File: config.mk
export PLATFORM = sky130hd
export DESIGN_NAME = trap_ctrl_flat
export DESIGN_NICKNAME = d
export VERILOG_FILES = /design/src/rtl/trap_ctrl_if.sv /design/src/rtl/trap_ctrl.sv /design/src/flat_wrapper.sv
export SDC_FILE = /design/constraint.sdc
export NUM_CORES = 1
export LEC_CHECK = 0
export CAP_MARGIN = 20
export CORE_MARGIN = 1
export CORE_UTILIZATION = 43
export DETAILED_ROUTE_END_ITERATION = 10
export PLACE_DENSITY = 0.88
export SYNTH_ARGS = -nofsm -noshare
export SYNTH_HDL_FRONTEND = slang
export SYNTH_SLANG_ARGS = --single-unit
export TNS_END_PERCENT = 20
File: constraint.sdc
create_clock -name clk -period 1.8 [get_ports clk]
set_input_delay 0.27 -clock clk [delete_from_list [all_inputs] [get_ports clk]]
set_output_delay 0.27 -clock clk [all_outputs]
set_load 0.005 [all_outputs]
File: src/rtl/trap_ctrl_if.sv
// ---------------------------------------------------------------------------
// trap_ctrl_if
//
// Single read/write port of the machine-mode CSR register file.
//   csr_rdaddr  12  read address (driven by the trap sequencer)
//   csr_rddata  32  read data, registered: valid the cycle after csr_rdaddr;
//                   a read of the address being written returns the write data
//   csr_wren     1  write enable
//   csr_wraddr  12  write address
//   csr_wrdata  32  write data
//
// master : trap sequencer side (drives addresses/write data)
// slave  : CSR register file side (returns read data)
// ---------------------------------------------------------------------------
interface trap_ctrl_if;
  logic [11:0] csr_rdaddr;
  logic [31:0] csr_rddata;
  logic        csr_wren;
  logic [11:0] csr_wraddr;
  logic [31:0] csr_wrdata;

  modport master (
    output csr_rdaddr,
    output csr_wren,
    output csr_wraddr,
    output csr_wrdata,
    input  csr_rddata
  );

  modport slave (
    input  csr_rdaddr,
    input  csr_wren,
    input  csr_wraddr,
    input  csr_wrdata,
    output csr_rddata
  );
endinterface

File: src/rtl/trap_ctrl.sv
// ---------------------------------------------------------------------------
// trap_ctrl
//
// Machine-mode trap sequencer. Owns the single CSR file port: takes ecall,
// ebreak and the timer interrupt, executes mret, performs the MEPC/MCAUSE/
// MSTATUS updates one per cycle while stalling the pipeline, then redirects
// the PC. When idle, EX-stage CSR traffic passes straight through.
//
// Ports
//   clk, rst            clock, synchronous active-high reset
//   ex_pc               PC of the instruction in EX
//   ex_valid            EX holds a live instruction
//   ex_ecall/ebreak/mret decoded EX flags (qualified by ex_valid)
//   irq_timer           level timer interrupt request
//   glb_int_en          mstatus.MIE from the CSR file
//   ex_csr_*            pipeline CSR read/write request
//   csr                 CSR file port (master side)
//   hold                stall IF/ID/EX
//   jump_en, jump_addr  one-cycle PC redirect and its target
// ---------------------------------------------------------------------------
module trap_ctrl #(
  parameter logic [31:0] MCAUSE_ECALL  = 32'd11,
  parameter logic [31:0] MCAUSE_EBREAK = 32'd3,
  parameter logic [31:0] MCAUSE_TIMER  = 32'h8000_0007
) (
  input  logic              clk,
  input  logic              rst,
  input  logic [31:0]       ex_pc,
  input  logic              ex_ecall,
  input  logic              ex_ebreak,
  input  logic              ex_mret,
  input  logic              ex_valid,
  input  logic              irq_timer,
  input  logic              glb_int_en,
  input  logic [11:0]       ex_csr_rdaddr,
  input  logic [11:0]       ex_csr_wraddr,
  input  logic              ex_csr_wren,
  input  logic [31:0]       ex_csr_wrdata,
  trap_ctrl_if.master       csr,
  output logic              hold,
  output logic              jump_en,
  output logic [31:0]       jump_addr
);

  localparam logic [11:0] CSR_MSTATUS = 12'h300;
  localparam logic [11:0] CSR_MTVEC   = 12'h305;
  localparam logic [11:0] CSR_MEPC    = 12'h341;
  localparam logic [11:0] CSR_MCAUSE  = 12'h342;

  typedef enum logic [2:0] {
    S_IDLE,
    S_T_EPC,
    S_T_CAUSE,
    S_T_STAT,
    S_T_JUMP,
    S_R_EPC,
    S_R_STAT,
    S_R_JUMP
  } state_e;

  state_e      state_q;
  logic [31:0] epc_q;
  logic [31:0] cause_q;
  logic [31:0] mstatus_q;
  logic [31:2] mtvec_q;     // direct mode only: MODE bits are never used
  logic [31:0] mepc_q;

  logic        trap_sel;
  logic        mret_sel;
  logic        accept;
  logic [31:0] cause_d;
  logic [31:0] trap_mstatus;
  logic [31:0] mret_mstatus;

  // Event selection, only meaningful in IDLE. Fixed priority:
  // ecall > ebreak > mret > timer interrupt.
  // NOTE: every signal assigned in an always_comb gets a default at the top,
  // so no path through the block leaves it unassigned and no latch is inferred.
  always_comb begin
    trap_sel = 1'b0;
    mret_sel = 1'b0;
    cause_d  = '0;
    if (state_q == S_IDLE) begin
      if (ex_valid && ex_ecall) begin
        trap_sel = 1'b1;
        cause_d  = MCAUSE_ECALL;
      end else if (ex_valid && ex_ebreak) begin
        trap_sel = 1'b1;
        cause_d  = MCAUSE_EBREAK;
      end else if (ex_valid && ex_mret) begin
        mret_sel = 1'b1;
      end else if (irq_timer && glb_int_en) begin
        trap_sel = 1'b1;
        cause_d  = MCAUSE_TIMER;
      end
    end
  end

  assign accept = trap_sel | mret_sel;
  assign hold   = accept | (state_q != S_IDLE);

  // Trap entry: MPIE <- MIE, MIE <- 0. mret: MIE <- MPIE, MPIE <- 1.
  assign trap_mstatus = {mstatus_q[31:8], mstatus_q[3], mstatus_q[6:4], 1'b0,
                         mstatus_q[2:0]};
  assign mret_mstatus = {mstatus_q[31:8], 1'b1, mstatus_q[6:4], mstatus_q[7],
                         mstatus_q[2:0]};

  // CSR port drive. In IDLE without an accepted event the pipeline owns the
  // port; an accepting cycle suppresses the pipeline write because that
  // instruction is squashed and re-executed after mret.
  always_comb begin
    csr.csr_rdaddr = '0;
    csr.csr_wren   = 1'b0;
    csr.csr_wraddr = '0;
    csr.csr_wrdata = '0;
    case (state_q)
      S_IDLE: begin
        if (accept) begin
          csr.csr_rdaddr = CSR_MSTATUS;
        end else begin
          csr.csr_rdaddr = ex_csr_rdaddr;
          csr.csr_wren   = ex_csr_wren;
          csr.csr_wraddr = ex_csr_wraddr;
          csr.csr_wrdata = ex_csr_wrdata;
        end
      end
      S_T_EPC: begin
        csr.csr_wren   = 1'b1;
        csr.csr_wraddr = CSR_MEPC;
        csr.csr_wrdata = epc_q;
        csr.csr_rdaddr = CSR_MTVEC;
      end
      S_T_CAUSE: begin
        csr.csr_wren   = 1'b1;
        csr.csr_wraddr = CSR_MCAUSE;
        csr.csr_wrdata = cause_q;
      end
      S_T_STAT: begin
        csr.csr_wren   = 1'b1;
        csr.csr_wraddr = CSR_MSTATUS;
        csr.csr_wrdata = trap_mstatus;
      end
      S_R_EPC: begin
        csr.csr_rdaddr = CSR_MEPC;
      end
      S_R_STAT: begin
        csr.csr_wren   = 1'b1;
        csr.csr_wraddr = CSR_MSTATUS;
        csr.csr_wrdata = mret_mstatus;
      end
      default: ;
    endcase
  end

  // The redirect is a pure decode of registered state, so it is high for
  // exactly the one JUMP cycle and drops to zero everywhere else.
  assign jump_en   = (state_q == S_T_JUMP) || (state_q == S_R_JUMP);
  assign jump_addr = (state_q == S_T_JUMP) ? {mtvec_q, 2'b00} :
                     (state_q == S_R_JUMP) ? mepc_q : '0;

  // Sequencer. Read data is registered in the CSR file, so each capture
  // happens one state after the corresponding read address was presented.
  // NOTE: state is updated with non-blocking assignments so every register
  // samples pre-edge values and ordering between statements cannot matter.
  always_ff @(posedge clk) begin
    if (rst) begin
      state_q   <= S_IDLE;
      epc_q     <= '0;
      cause_q   <= '0;
      mstatus_q <= '0;
      mtvec_q   <= '0;
      mepc_q    <= '0;
    end else begin
      case (state_q)
        S_IDLE: begin
          if (accept) begin
            epc_q   <= ex_pc;
            cause_q <= cause_d;
            state_q <= trap_sel ? S_T_EPC : S_R_EPC;
          end
        end
        S_T_EPC: begin
          mstatus_q <= csr.csr_rddata;
          state_q   <= S_T_CAUSE;
        end
        S_T_CAUSE: begin
          mtvec_q <= csr.csr_rddata[31:2];
          state_q <= S_T_STAT;
        end
        S_T_STAT: state_q <= S_T_JUMP;
        S_T_JUMP: state_q <= S_IDLE;
        S_R_EPC: begin
          mstatus_q <= csr.csr_rddata;
          state_q   <= S_R_STAT;
        end
        S_R_STAT: begin
          mepc_q  <= csr.csr_rddata;
          state_q <= S_R_JUMP;
        end
        S_R_JUMP: state_q <= S_IDLE;
        default:  state_q <= S_IDLE;
      endcase
    end
  end

endmodule

File: src/flat_wrapper.sv
// flat-port wrapper written by rule: the top's interface ports become plain ports
module trap_ctrl_flat 
#(
  parameter logic [31:0] MCAUSE_ECALL  = 32'd11,
  parameter logic [31:0] MCAUSE_EBREAK = 32'd3,
  parameter logic [31:0] MCAUSE_TIMER  = 32'h8000_0007
)
  (clk, rst, ex_pc, ex_ecall, ex_ebreak, ex_mret, ex_valid, irq_timer, glb_int_en, ex_csr_rdaddr, ex_csr_wraddr, ex_csr_wren, ex_csr_wrdata, hold, jump_en, jump_addr, csr_csr_rdaddr, csr_csr_wren, csr_csr_wraddr, csr_csr_wrdata, csr_csr_rddata);
  trap_ctrl_if csr_i ();
  input  logic clk;
  input  logic rst;
  input  logic [31:0] ex_pc;
  input  logic ex_ecall;
  input  logic ex_ebreak;
  input  logic ex_mret;
  input  logic ex_valid;
  input  logic irq_timer;
  input  logic glb_int_en;
  input  logic [11:0] ex_csr_rdaddr;
  input  logic [11:0] ex_csr_wraddr;
  input  logic ex_csr_wren;
  input  logic [31:0] ex_csr_wrdata;
  output logic hold;
  output logic jump_en;
  output logic [31:0] jump_addr;
  output wire logic [$bits(csr_i.csr_rdaddr)-1:0] csr_csr_rdaddr;
  output wire logic [$bits(csr_i.csr_wren)-1:0] csr_csr_wren;
  output wire logic [$bits(csr_i.csr_wraddr)-1:0] csr_csr_wraddr;
  output wire logic [$bits(csr_i.csr_wrdata)-1:0] csr_csr_wrdata;
  input wire logic [$bits(csr_i.csr_rddata)-1:0] csr_csr_rddata;
  assign csr_csr_rdaddr = csr_i.csr_rdaddr;
  assign csr_csr_wren = csr_i.csr_wren;
  assign csr_csr_wraddr = csr_i.csr_wraddr;
  assign csr_csr_wrdata = csr_i.csr_wrdata;
  assign csr_i.csr_rddata = csr_csr_rddata;
  trap_ctrl #(.MCAUSE_ECALL(MCAUSE_ECALL), .MCAUSE_EBREAK(MCAUSE_EBREAK), .MCAUSE_TIMER(MCAUSE_TIMER)) u_core (.clk(clk), .rst(rst), .ex_pc(ex_pc), .ex_ecall(ex_ecall), .ex_ebreak(ex_ebreak), .ex_mret(ex_mret), .ex_valid(ex_valid), .irq_timer(irq_timer), .glb_int_en(glb_int_en), .ex_csr_rdaddr(ex_csr_rdaddr), .ex_csr_wraddr(ex_csr_wraddr), .ex_csr_wren(ex_csr_wren), .ex_csr_wrdata(ex_csr_wrdata), .csr(csr_i), .hold(hold), .jump_en(jump_en), .jump_addr(jump_addr));
endmodule
==> summary.md <==
| Metric | Value |
|---|---|
| Run status | `finished, violations left` |
| Failing checks | `negative setup slack` |
| Number of instances in the synthesized netlist | `836` |
| Required arrival time at the worst endpoint | `1.53 ns` |
| Max-Slew Margin vs Limit | `63.7%` |
| Die extent in y | `129 um` |
| Sum of routed wire length over all layers | `27,200 um` |
| Count of pins on the block boundary | `220` |
| Clk sinks | `132` |
| Number of remaining DRC errors | `0` |
| Area share of the leading cell type in the synthesized netlist | `38.1%` |
| Maximum net fanout on the critical path | `6` |
| Average instance area after synthesis | `8.29 um^2` |
| Total number of vias | `7,693` |
| Max IR drop VDD | `0.000985 V` |
| Final critical-path setup slack | `-0.677 ns` |
| Cell area after synthesis | `6930 um^2` |
| Max Clock Freq | `404 MHz` |
| Number of pins with negative max-slew slack in the final report | `0` |
| Seq cells post-synth | `132` |
| Standard cell core area | `15,800 um^2` |
| Clock buffer count from CTS | `17` |
| Post-Syn Nets | `970` |
| Area of the die | `16,600 um^2` |
| Effective utilization at floorplan | `43.8%` |
| Startpoint type of the worst setup path | `register` |
| Clock Tree Root | `sky130_fd_sc_hd__clkbuf_16` |
| Total number of yosys warnings | `0` |
| Critical Path Most Common Cell | `sky130_fd_sc_hd__buf_6` |
| Clk pin slew, worst setup/hold paths | `0.06 ns` |
| Remaining number of nets flagged by the antenna check after routing | `0` |
| Class of the most critical setup path | `reg2out` |
| Met2 wire length | `13,200 um` |
| Count of final hold-check violations | `0` |
| Non-Filler Cell Area, Final | `11,200 um^2` |
| Count of different cell masters after synthesis | `42` |
| Detailed placement HPWL | `16,200 um` |
| Via count of the first global-routing pass | `7,332` |
| Post-route core utilization | `70.8%` |
| Worst-case clock buffer depth | `2` |
| Global routing usage summed across all routing layers | `31.5%` |
| Met3 routed WL | `1870 um` |
| Net count, final | `1,244` |
| RSZ-0062 raised after global routing | `true` |
| CTS tree | `done` |
| Leakage | `4.44 nW` |
| List of cells traversed by the critical path | `inv_4, buf_6, ha_4, buf_16, buf_6, a221oi_2, a21oi_1, o21a_1, clkbuf_2` |
| Hold Path Class | `in2reg` |
| Sequential area share after synthesis | `38.1%` |
| Worst-case clock skew | `0.0109 ns` |
| Routability Congestion | `0.863` |
| Largest net degree at the start of global routing | `64` |
| Arrival time at the worst endpoint | `2.21 ns` |
| H-tree depth reported by CTS | `4` |
| Post-synthesis cell type with the largest combined area | `sky130_fd_sc_hd__dfxtp_1` |
| Antenna violations before repair | `0` |
| Number of buffers inserted by port buffering | `219` |
| M1 WL | `11,200 um` |
| Number of DRC markers after the initial detailed-route iteration | `637` |
| Pwr per Cell Area | `1510 nW/um^2` |
| Share of final-layout standard cells stronger than drive strength 1 | `28.5%` |
| Remaining global-route overflow | `0` |
| Placed inst area | `9810 um^2` |
| Slowest cell on crit path | `sky130_fd_sc_hd__dfxtp_4` |
| Via-per-instance ratio | `5.75` |
| Cell types with the largest area share after synthesis | `sky130_fd_sc_hd__dfxtp_1 38%, sky130_fd_sc_hd__mux2i_1 9.5%, sky130_fd_sc_hd__nand2_1 8.3%` |
| Area grow syn2layout | `61.7%` |
| Horizontal die dimension | `129 um` |
| Count of maximum capacitance violations | `0` |
| Category of the worst setup path capture point | `primary output` |
| Least-Margin Pin Slew | `0.545 ns` |
| Final period util | `138%` |
| Number of iterations in the first detailed-routing pass | `7` |
| Site Rows | `46` |
| Average routed wire per standard cell | `20.3 um` |
| Critical path's largest stage delay | `0.38 ns` |
| Clock period minus worst slack | `2.48 ns` |
| Finish-stage setup viols | `91` |
| Top Metal Used | `met4` |
| Wire length of the first global-routing pass | `39,800 um` |
| Number of antenna cells inserted | `0` |
| Clock latency reported for the late side of the worst-skew pair | `0.42 ns` |
## power breakdown
part | leakage, nW | internal [mW] | switching, mW
sequential | 1.08 | 3.49 | 0.548
combinational | 3.04 | 4.73 | 4.23
clock | 0.320 | 2.53 | 1.35
## final timing paths
kind / start / endpoint / slack [ns] / depth (start not counted)
max: u_core.state_q[1]$_SDFFE_PP0P_ / csr_csr_wrdata[9] / -0.68 / 9
min: rst / u_core.mstatus_q[22]$_SDFFE_PP0N_ / 0.34 / 2
max reg2reg: u_core.state_q[1]$_SDFFE_PP0P_ / u_core.state_q[2]$_SDFFE_PP0P_ / 0.01 / 10
min reg2reg: u_core.mepc_q[27]$_SDFFE_PP0N_ / u_core.mepc_q[27]$_SDFFE_PP0N_ / 0.45 / 2
## per-stage QoR
step           setup TNS (ns)  cells  setup slack, ns  hold slack (ns)  total power [mW]
3_3_place_gp           -50.03   1263           -0.602            0.439              10.7
2_1_floorplan          -0.621    836          -0.0311            0.406              7.40
6_report               -41.21   1339           -0.677            0.339              16.9
3_5_place_dp           -56.04   1263           -0.669            0.446              10.9
5_1_grt                -45.86   1339           -0.724            0.358              17.5
4_1_cts                -43.78   1326           -0.688            0.314              16.1
## routing by layer
metal	global-route usage [%]	vias up
met1	40.9	3708
met3	4.91	89
met2	51.5	418
met5	0	-
li1	-	3478
met4	14.6	0
## worst max-delay path: cells and delay by family (launching register included)
kind                       cells  cell delay, ns
AOI/OAI and AO/OA              3            0.66
adders and majority gates      1            0.21
buffers and inverters          5            0.52
DFF                            1            0.38
## flip-flops by register name, summed over array words and instances (netlist names)
signal	cells
u_core.epc_q	32
u_core.mepc_q	32
u_core.mstatus_q	32
u_core.mtvec_q	30
u_core.cause_q	3
u_core.state_q	3
## cells by family after synthesis
logic type               Yosys count  share of synthesized area (%)
AO/OA/AOI/OAI                    219                           21.5
adder cells (fa/ha/maj)            5                          0.902
buffers and inverters             89                           5.88
flip-flops                       132                           38.1
multiplexers                      66                           9.53
AND/OR/NAND/NOR                  325                           24.1
## final cells by class
class                   instances  area (um^2)
clock inverters                13          203
repair buffers                336         3250
clock buffers                  19          453
multi-input cells             615         4350
fillers                      1110         4620
inverters                       8         35.0
well taps                     216          270
flip-flops and latches        132         2650
## synth_stat cells, drive strengths merged
library cell	number
o21ai	6
a22o	31
o21a	34
nor3	4
a21oi	95
o31a	1
a2111oi	1
nand4	2
o31ai	2
and2b	1
dfxtp	132
clkbuf	48
nand2	154
a21o	7
inv	8
nand2b	69
buf	33
and3b	1
a211oi	1
and2	20
mux2i	66
ha	5
a22oi	5
a221oi	28
nor2	36
or4	1
nand3b	1
nor3b	1
nor2b	2
nor4	1
and4	32
o21bai	3
o22ai	5
## placed cells by master, fill, tap and decap left out, types with 10 or more instances in the layout
| master | n |
|---|---|
| sky130_fd_sc_hd__dlygate4sd2_1 | 10 |
| sky130_fd_sc_hd__clkbuf_2 | 40 |
| sky130_fd_sc_hd__nand2_1 | 154 |
| sky130_fd_sc_hd__a22o_1 | 31 |
| sky130_fd_sc_hd__a21oi_1 | 84 |
| sky130_fd_sc_hd__a221oi_2 | 20 |
| sky130_fd_sc_hd__dfxtp_1 | 129 |
| sky130_fd_sc_hd__buf_4 | 65 |
| sky130_fd_sc_hd__buf_12 | 21 |
| sky130_fd_sc_hd__nand2b_1 | 68 |
| sky130_fd_sc_hd__a21oi_2 | 10 |
| sky130_fd_sc_hd__mux2i_1 | 65 |
| sky130_fd_sc_hd__o21a_1 | 34 |
| sky130_fd_sc_hd__clkdlybuf4s50_1 | 126 |
| sky130_fd_sc_hd__buf_6 | 27 |
| sky130_fd_sc_hd__and2_1 | 15 |
| sky130_fd_sc_hd__nor2_1 | 34 |
| sky130_fd_sc_hd__and4_2 | 17 |
| sky130_fd_sc_hd__buf_2 | 24 |
| sky130_fd_sc_hd__clkbuf_16 | 18 |
| sky130_fd_sc_hd__and4_1 | 15 |
| sky130_fd_sc_hd__clkdlybuf4s15_2 | 10 |
## repair_timing
| item | 4_1_cts | 5_1_grt |
|---|---|---|
| setup buffers | 25 | 13 |
| hold buffers | 0 | 0 |
| gates resized for setup | 268 | 119 |
| cloned | 6 | 1 |
| setup endpoints to repair | 148 | 97 |
| pin swaps | 41 | 65 |
Power figures use the tool's default switching activity.
